### config.mk
export PLATFORM = sky130hd
export DESIGN_NAME = sdp_x_alu_in_arb
export DESIGN_NICKNAME = d
export VERILOG_FILES = /design/src/rtl/sdp_x_arb_pkg.sv /design/src/rtl/sdp_x_pipe_reg.sv /design/src/rtl/sdp_x_alu_in_arb.sv
export SDC_FILE = /design/constraint.sdc
export NUM_CORES = 1
export LEC_CHECK = 0
export ABC_AREA = 1
export CAP_MARGIN = 10
export CORE_AREA = 8 8 595 597
export DETAILED_ROUTE_END_ITERATION = 12
export DIE_AREA = 0 0 603 605
export HOLD_SLACK_MARGIN = 0.06
export PLACE_DENSITY = 0.35
export SLEW_MARGIN = 15
export SYNTH_ARGS = -nofsm -noshare
export SYNTH_HDL_FRONTEND = slang
export SYNTH_HIERARCHICAL = 1
export SYNTH_SLANG_ARGS = --single-unit
### constraint.sdc
create_clock -name nvdla_core_clk -period 2.95 [get_ports nvdla_core_clk]
set_input_delay 0.4425 -clock nvdla_core_clk [delete_from_list [all_inputs] [get_ports nvdla_core_clk]]
set_output_delay 0.4425 -clock nvdla_core_clk [all_outputs]
set_load 0.01 [all_outputs]
### src/rtl/sdp_x_arb_pkg.sv
// Shared definitions for the SDP X-core ALU input arbiter: FSM states,
// default sizing constants and source identifiers.
package sdp_x_arb_pkg;

  localparam int DW_DEF        = 512;
  localparam int MAX_BEATS_DEF = 64;
  localparam int CW_DEF        = 7;

  localparam logic SRC0 = 1'b0;
  localparam logic SRC1 = 1'b1;

  typedef enum logic [1:0] {
    ST_IDLE  = 2'd0,
    ST_LOCK0 = 2'd1,
    ST_LOCK1 = 2'd2
  } arb_state_e;

endpackage

### src/rtl/sdp_x_pipe_reg.sv
// Single-entry valid/data output register; a new word may load whenever the
// register is empty or its current word is being popped in the same cycle.
module sdp_x_pipe_reg #(
  parameter int W = 8
) (
  input  logic         clk,
  input  logic         rst,
  input  logic         load_i,
  input  logic [W-1:0] data_i,
  input  logic         pop_i,
  output logic         can_load_o,
  output logic         vld_o,
  output logic [W-1:0] data_o
);

  logic         vld_q;
  logic [W-1:0] data_q;

  assign can_load_o = !vld_q || pop_i;
  assign vld_o      = vld_q;
  assign data_o     = data_q;

  // NOTE: sequential state uses non-blocking assignments so every register
  // samples pre-edge values regardless of statement order.
  // NOTE: the data register is reset as well because the channel exposes it
  // directly and must read as zero after reset.
  always_ff @(posedge clk) begin
    if (rst) begin
      vld_q  <= 1'b0;
      data_q <= '0;
    end else if (load_i) begin
      vld_q  <= 1'b1;
      data_q <= data_i;
    end else if (pop_i) begin
      vld_q  <= 1'b0;
    end
  end

endmodule

### src/rtl/sdp_x_alu_in_arb.sv
// Two-source packet-locked round-robin arbiter driving chn_alu_in through a
// single output register; packets are never interleaved.
module sdp_x_alu_in_arb
  import sdp_x_arb_pkg::*;
#(
  parameter int DW        = DW_DEF,
  parameter int MAX_BEATS = MAX_BEATS_DEF,
  parameter int CW        = CW_DEF
) (
  input  logic          nvdla_core_clk,
  input  logic          nvdla_core_rst,
  input  logic          arb_en,
  input  logic          err_clr,
  input  logic          src0_vld,
  input  logic          src0_last,
  input  logic [DW-1:0] src0_data,
  output logic          src0_rdy,
  input  logic          src1_vld,
  input  logic          src1_last,
  input  logic [DW-1:0] src1_data,
  output logic          src1_rdy,
  output logic [DW-1:0] chn_alu_in_rsc_z,
  output logic          chn_alu_in_rsc_vz,
  input  logic          chn_alu_in_rsc_lz,
  output logic          arb_busy,
  output logic          cur_src,
  output logic          err_len0,
  output logic          err_len1
);

  arb_state_e    state_q, state_d;
  logic          rr_ptr_q, rr_ptr_d;
  logic [CW-1:0] beat_cnt_q, beat_cnt_d;
  logic          err0_q, err0_d, err1_q, err1_d;

  logic          can_load;
  logic          cand0, cand1, win_src, accept, sel, acc_last, over_len;
  logic [DW-1:0] acc_data;

  assign cand0    = src0_vld && arb_en;
  assign cand1    = src1_vld && arb_en;
  assign win_src  = (cand0 && cand1) ? rr_ptr_q : cand1;

  // A locked packet owns the channel; otherwise the round-robin winner does.
  always_comb begin
    src0_rdy = 1'b0;
    src1_rdy = 1'b0;
    unique case (state_q)
      ST_LOCK0: src0_rdy = can_load;
      ST_LOCK1: src1_rdy = can_load;
      default: begin
        if (cand0 || cand1) begin
          src0_rdy = can_load && (win_src == SRC0);
          src1_rdy = can_load && (win_src == SRC1);
        end
      end
    endcase
  end

  assign sel      = src1_rdy ? SRC1 : SRC0;
  assign accept   = (src0_rdy && src0_vld) || (src1_rdy && src1_vld);
  assign acc_last = sel ? src1_last : src0_last;
  assign acc_data = sel ? src1_data : src0_data;
  assign over_len = accept && (beat_cnt_q >= CW'(MAX_BEATS));

  // NOTE: every always_comb output gets a default first so no path can
  // leave it unassigned and infer a latch.
  always_comb begin
    state_d    = state_q;
    rr_ptr_d   = rr_ptr_q;
    beat_cnt_d = beat_cnt_q;
    if (accept) begin
      if (state_q == ST_IDLE) begin
        if (acc_last) begin
          rr_ptr_d = !sel;
        end else begin
          state_d    = sel ? ST_LOCK1 : ST_LOCK0;
          beat_cnt_d = CW'(1);
        end
      end else if (acc_last) begin
        state_d    = ST_IDLE;
        rr_ptr_d   = !sel;
        beat_cnt_d = '0;
      end else if (beat_cnt_q != '1) begin
        beat_cnt_d = beat_cnt_q + CW'(1);
      end
    end
  end

  // Set beats clear so a simultaneous overflow is never lost.
  assign err0_d = (over_len && sel == SRC0) || (err0_q && !err_clr);
  assign err1_d = (over_len && sel == SRC1) || (err1_q && !err_clr);

  always_ff @(posedge nvdla_core_clk) begin
    if (nvdla_core_rst) begin
      state_q    <= ST_IDLE;
      rr_ptr_q   <= 1'b0;
      beat_cnt_q <= '0;
      err0_q     <= 1'b0;
      err1_q     <= 1'b0;
    end else begin
      state_q    <= state_d;
      rr_ptr_q   <= rr_ptr_d;
      beat_cnt_q <= beat_cnt_d;
      err0_q     <= err0_d;
      err1_q     <= err1_d;
    end
  end

  sdp_x_pipe_reg #(.W(DW + 1)) u_out_reg (
    .clk        (nvdla_core_clk),
    .rst        (nvdla_core_rst),
    .load_i     (accept),
    .data_i     ({sel, acc_data}),
    .pop_i      (chn_alu_in_rsc_lz),
    .can_load_o (can_load),
    .vld_o      (chn_alu_in_rsc_vz),
    .data_o     ({cur_src, chn_alu_in_rsc_z})
  );

  assign arb_busy = (state_q != ST_IDLE) || chn_alu_in_rsc_vz;
  assign err_len0 = err0_q;
  assign err_len1 = err1_q;

endmodule

==> metrics.txt, run 1 <==
status=completed; first-pass GRT wire length=340000 µm; Worst-Skew Late Latency=0.80 ns; Initial Utilization=0.0725; # DRC=0; register area=10500 µm²; flops & latches, synth=526; Hold Startpoint=err_clr; Netlist Area Pre-Place=25000 µm²; Setup violations, final=0; Yosys Warn Count=6; area of the multi-input gates=12700 µm²; syn_nets=5041; largest net degree at the start of global routing=117; CTS max path bufs=4; worst hold stages=4; drt total wl=270000 µm; die width=603 µm; num ports=1552; period utilization=0.924; Synth-to-Final Area Change=97.1%; Hold Crit Class=in2reg; FF-to-FF Start=state_q[0]; Seq/Total Area, Yosys=0.422; cell row count=216; Synth top area share=0.422; RSZ-0062 raised after global routing=false; cell with the most instances after synthesis=nand2_1; Max Freq=367 MHz; CORE AREA=345000 µm²; placed cell area=46400 µm²; R2R Setup Slk=0.25 ns; DIE AREA=365000 µm²; GRT overflow=0; Yosys cell types=29; clk root buf=clkbuf_16; CP Class=reg2out; Mean Syn Cell Area=6.24 µm²; wire per inst=26.5 µm; Fillers=39800; Final Max Slew Viols=0; DIE HEIGHT=605 µm; CTS Sinks=526; Hold Buf Count CTS=0; CP Capture Type=output pin; number of synthesized flops with an enable pin=0; initial antenna violation count=193; final hold viol count=0; leading area contributor after synthesis=dfxtp_1; PD cells=898 nW/µm²; Hold Crit Endpoint=err_len0; total number of vias=32700; FF-to-FF End=u_out_reg/data_o[1]; final instance area=49200 µm²; All-Layer GR Usage=0.140; leakage power=20.5 nW; Clk pin slew, worst setup/hold paths=0.05 ns; Avg Vias per Cell=3.21; worst hold slack=0.305 ns; H-tree levels=3; PortBufs=1551; Worst-Margin Slew=0.683 ns; cts bufs inserted=82; critical path fanouts, max=6; top cells by area, synth=dfxtp_1, nand2_1, nor2_1; post-route ant nets=0; drt pass-1 iters=5; R2R depth=12; Arrival @ worst endpoint=2.28 ns; layout cells sized above 1=0.0542; Pwr Total=44.2 mW; worst ir drop on vdd=504 µV; top cells by instance count after synthesis=nand2_1, nor2_1, dfxtp_1, o21ai_0, clkbuf_1; final net count=6553; CP Data Required Time=2.51 ns; asr flop ratio synth=0; relative slew slack=0.545; DP HPWL=234000 µm; vias in the first global route=32600; Primary FF master, synth=dfxtp_1; skew final=0.104 ns; TritonCTS clock tree=yes; Final Wtd Congestion=0.950; final critical-path required period=2.72 ns; Max-cap violations=0; Critical Path Source Type=flop; Iter 0 DRT Violations=2611; Syn Inst Count=4004
[cell usage in the layout (no fill, tap or decap), drive strengths merged]
| cell type | count |
|---|---|
| nor2 | 1046 |
| clkinv | 14 |
| ha | 4 |
| o21ai | 517 |
| buf | 165 |
| clkinvlp | 3 |
| or2 | 2 |
| dfxtp | 526 |
| a21oi | 9 |
| clkbuf | 118 |
| nand4 | 5 |
| nand3 | 16 |
| diode | 32 |
| xor2 | 3 |
| nand2 | 1564 |
| nor3 | 1 |
| bufinv | 6 |
| o21a | 1 |
| clkdlybuf4s50 | 1546 |
| and2 | 1 |
| inv | 25 |
| dlygate4sd2 | 1 |
[power breakdown]
group	total [mW]	switching, mW	internal (mW)
Combinational	22.9	13.7	9.26
Clock	10.1	3.95	6.12
Sequential	11.2	1.54	9.63
[repair_timing]
action	CTS	global route
setup endpoints to repair	2	1
buffers inserted	0	4
gates resized for setup	9	0
pin swaps	0	1
[final cells by class]
cell class	instances	area share
Sequential cell	526	0.214
Clock buffer	118	0.0486
Inverter	25	0.00285
Antenna cell	32	0.00163
Clock inverter	23	0.00569
Tap cell	4578	0.116
Multi-Input combinational cell	3169	0.258
Timing Repair Buffer	1712	0.353
[flip-flops by register name (all words and copies together) (netlist names)]
| name | count |
|---|---|
| err_len1 | 1 |
| beat_cnt_q | 7 |
| state_q | 2 |
| u_out_reg/data_o | 513 |
| u_out_reg/vld_o | 1 |
| err_len0 | 1 |
| rr_ptr_q | 1 |
[worst max-delay path by stage]
stage	start	endpoint	slack, ns
4_1_cts	state_q[0]	src1_rdy	-0.02
3_5_place_dp	src1_vld	u_out_reg/data_o[484]	-0.14
2_1_floorplan	state_q[0]	u_out_reg/data_o[100]	0.97
5_1_grt	state_q[0]	src1_rdy	0.01
6_report	state_q[0]	src1_rdy	0.23
3_3_place_gp	src1_vld	src1_rdy	-0.14
[through the flow]
stage               setup TNS [ns]  setup slack (ns)  utilization  cells
finish                           0             0.225        0.143  10200
global route                     0            0.0121        0.143  10200
CTS                        -0.0195           -0.0195        0.143  10100
detailed placement           -1.15            -0.136        0.135  10000
global placement             -2.96            -0.135        0.135  10000
floorplan                        0             0.972            -   4004
[routing by layer]
layer  GRT usage  share of wire
met1       0.158           0.39
met2       0.243           0.49
met3      0.0630           0.11
met4      0.0263          0.020
met5           0         0.0023
[worst max-delay path, cell delays in order (launching register included)]
cell	delay, ns
dfxtp_1	0.33
inv_1	0.08
ha_1	0.31
inv_2	0.09
nor2_2	0.05
nor2_4	0.17
nand2_8	0.07
buf_4	0.17
inv_12	0.08
buf_6	0.13
[logic make-up (layout without fill, tap and decap cells)]
kind of cell,Yosys count,in the layout,share of synthesized area
and+or+nand+nor,2635,2635,0.399
AOI/OAI and AO/OA,527,527,0.106
DFF,526,526,0.422
buffers and inverters,309,1878,0.0699
adders and majority gates,4,4,0.00200
xor gates and xnor gates,3,3,0.00105
other,0,32,0
(Power assumes the default switching activity.)
==> run 2, diff against run 1 <==
--- a/config.mk
+++ b/config.mk
@@ -10,6 +10,7 @@
 export CORE_AREA = 8 8 595 597
 export DETAILED_ROUTE_END_ITERATION = 12
 export DIE_AREA = 0 0 603 605
+export GPL_ROUTABILITY_DRIVEN = 0
 export HOLD_SLACK_MARGIN = 0.06
 export PLACE_DENSITY = 0.35
 export SLEW_MARGIN = 15
==> run 2 against run 1 <==
  * Sequential power hardly changed
  * Design area is 0.74% lower
  * Via count is 0.33% higher
  * Utilization is 0.11 points lower
  * Clock power hardly changed
  * Hold slack better by 0.023 ns
  * Power is 1.5% lower
  * Wire length is 1.2% lower
  * Critical path type unchanged
  * Largest power group unchanged
==> metrics.txt, run 2 (synthesized netlist as in run 1, its figures left out) <==
status=completed (unchanged); Max-cap violations=0 (unchanged); die width=603 µm (unchanged); Largest register FFs=513 (unchanged); CP Capture Type=output pin (unchanged); CORE AREA=345000 µm² (unchanged); critical path fanouts, max=8 (was 6); All-Layer GR Usage=0.138 (was 0.140); Synth-to-Final Area Change=95.6% (was 97.1%); final core utilization=0.142 (was 0.143); Hold Crit Class=in2reg (unchanged); initial antenna violation count=206 (was 193); Final WS setup=0.185 ns (was 0.225 ns); CTS Sinks=526 (unchanged); Pwr Total=43.5 mW (was 44.2 mW); placed insts=9986 (was 10000); worst ir drop on vdd=398 µV (was 504 µV); Hold Buf Count CTS=0 (unchanged); setup TNS=0 ns (unchanged); placed cell area=46200 µm² (was 46400 µm²); Critical Path Source Type=flop (unchanged); busiest grt layer=met2 (unchanged); largest net degree at the start of global routing=100 (was 117); GRT overflow=0 (unchanged); CP Class=reg2out (unchanged); final hold viol count=0 (unchanged); PortBufs=1551 (unchanged); worst hold slack=0.328 ns (was 0.305 ns); clk root buf=clkbuf_16 (unchanged); Max Freq=362 MHz (was 367 MHz); final instance area=48900 µm² (was 49200 µm²); cts bufs inserted=82 (unchanged); TritonCTS clock tree=yes (unchanged); post-route ant nets=0 (unchanged); Setup violations, final=0 (unchanged); num ports=1552 (unchanged); pre-CTS setup slack=-0.104 ns (was -0.136 ns); drt total wl=267000 µm (was 270000 µm); most common cell after layout, fill and taps aside=nand2_1 (unchanged); PD cells=890 nW/µm² (was 898 nW/µm²); period utilization=0.937 (was 0.924); drt pass-1 iters=6 (was 5); Iter 0 DRT Violations=2426 (was 2611); H-tree levels=3 (unchanged); Post-CTS Repair Setup Buffers=0 (unchanged); wire per inst=26.3 µm (was 26.5 µm); cell row count=216 (unchanged); RSZ-0062 raised after global routing=false (unchanged); # DRC=0 (unchanged); Arrival @ worst endpoint=2.32 ns (was 2.28 ns); CP Data Required Time=2.51 ns (about the same); layout cells sized above 1=0.0507 (was 0.0542); Clk pin slew, worst setup/hold paths=0.06 ns (was 0.05 ns); most frequent cells in the layout=nand2_1, clkdlybuf4s50_1, nor2_1 (unchanged); total number of vias=32800 (was 32700); final net count=6529 (was 6553); CTS max path bufs=4 (unchanged); vias in the first global route=33000 (was 32600); met1 Track Usage GR=0.152 (was 0.158); Non-Filler Instances=10200 (about the same); DIE AREA=365000 µm² (unchanged); skew final=0.0598 ns (was 0.104 ns); Worst-Margin Slew=0.664 ns (was 0.683 ns); DIE HEIGHT=605 µm (unchanged); Final Max Slew Viols=0 (unchanged); final critical-path required period=2.77 ns (was 2.72 ns); DP HPWL=229000 µm (was 234000 µm); Worst-Skew Late Latency=0.77 ns (was 0.80 ns); met2 GRT Util=0.238 (was 0.243); relative slew slack=0.556 (was 0.545); Initial Utilization=0.0725 (unchanged); Avg Vias per Cell=3.23 (was 3.21); met3 usage=0.0688 (was 0.0630); Fillers=39800 (about the same); first-pass GRT wire length=337000 µm (was 340000 µm); leakage power=20.3 nW (was 20.5 nW)
## run 2: cell types whose count changed in the layout (fill, tap and decap cells not counted), sizes merged
| cell | change |
|---|---|
| diode | -2 |
| buf | -24 |
| clkbuf | -4 |
| bufinv | -2 |
| clkinvlp | +1 |
| inv | +3 |
## run 2: power breakdown
part	switching (mW)	total, mW	internal (mW)
sequential	1.52	11.2	9.63
clock	4.03	9.92	5.90
combinational	13.4	22.4	8.99
total	19.0	43.5	24.5
## run 2: routing by layer
| layer | routed length, µm | share of wire |
|---|---|---|
| met5 | 741 | 0.0028 |
| met4 | 7120 | 0.027 |
| met3 | 29700 | 0.11 |
| met2 | 127000 | 0.48 |
| met1 | 102000 | 0.38 |
## run 2: cell type report
type / count / area [µm²] / share of cell area
antenna: 30 / 75.1 / 0.00154
clock buffer: 114 / 2350 / 0.0482
clock inverter: 25 / 258 / 0.00528
inverter: 25 / 135 / 0.00277
multi-input combinational: 3169 / 12700 / 0.260
sequential: 526 / 10500 / 0.216
tap: 4578 / 5730 / 0.117
timing repair buffer: 1688 / 17100 / 0.349
## run 2: path summary, 6_finish.rpt
check | from | end | slack, ns | cells past startpoint
worst max-delay path | state_q[0] | arb_busy | 0.18 | 5
worst min-delay path | err_clr | err_len1 | 0.33 | 4
worst max register to register | state_q[0] | u_out_reg/data_o[437] | 0.41 | 11
worst min register to register | err_len1 | err_len1 | 0.48 | 2
## run 2: timing repair
action                                 in CTS  in global routing
endpoints found under the hold margin       0                  0
setup endpoints to repair                   2                  0
resized for setup                           8                  0
## run 2: worst max-delay path, stage by stage (launching register included)
cell and delay [ns]:
dfxtp_1 0.31, inv_1 0.10, ha_2 0.29, inv_1 0.16
or2_2 0.30, dlygate4sd2_1 0.37
==> run 3, diff against run 2 <==
--- a/config.mk
+++ b/config.mk
@@ -6,7 +6,6 @@
 export NUM_CORES = 1
 export LEC_CHECK = 0
 export ABC_AREA = 1
-export CAP_MARGIN = 10
 export CORE_AREA = 8 8 595 597
 export DETAILED_ROUTE_END_ITERATION = 12
 export DIE_AREA = 0 0 603 605
==> results of run 3 <==
No change in the layout: final DEF, timing and power equal those of run 2.
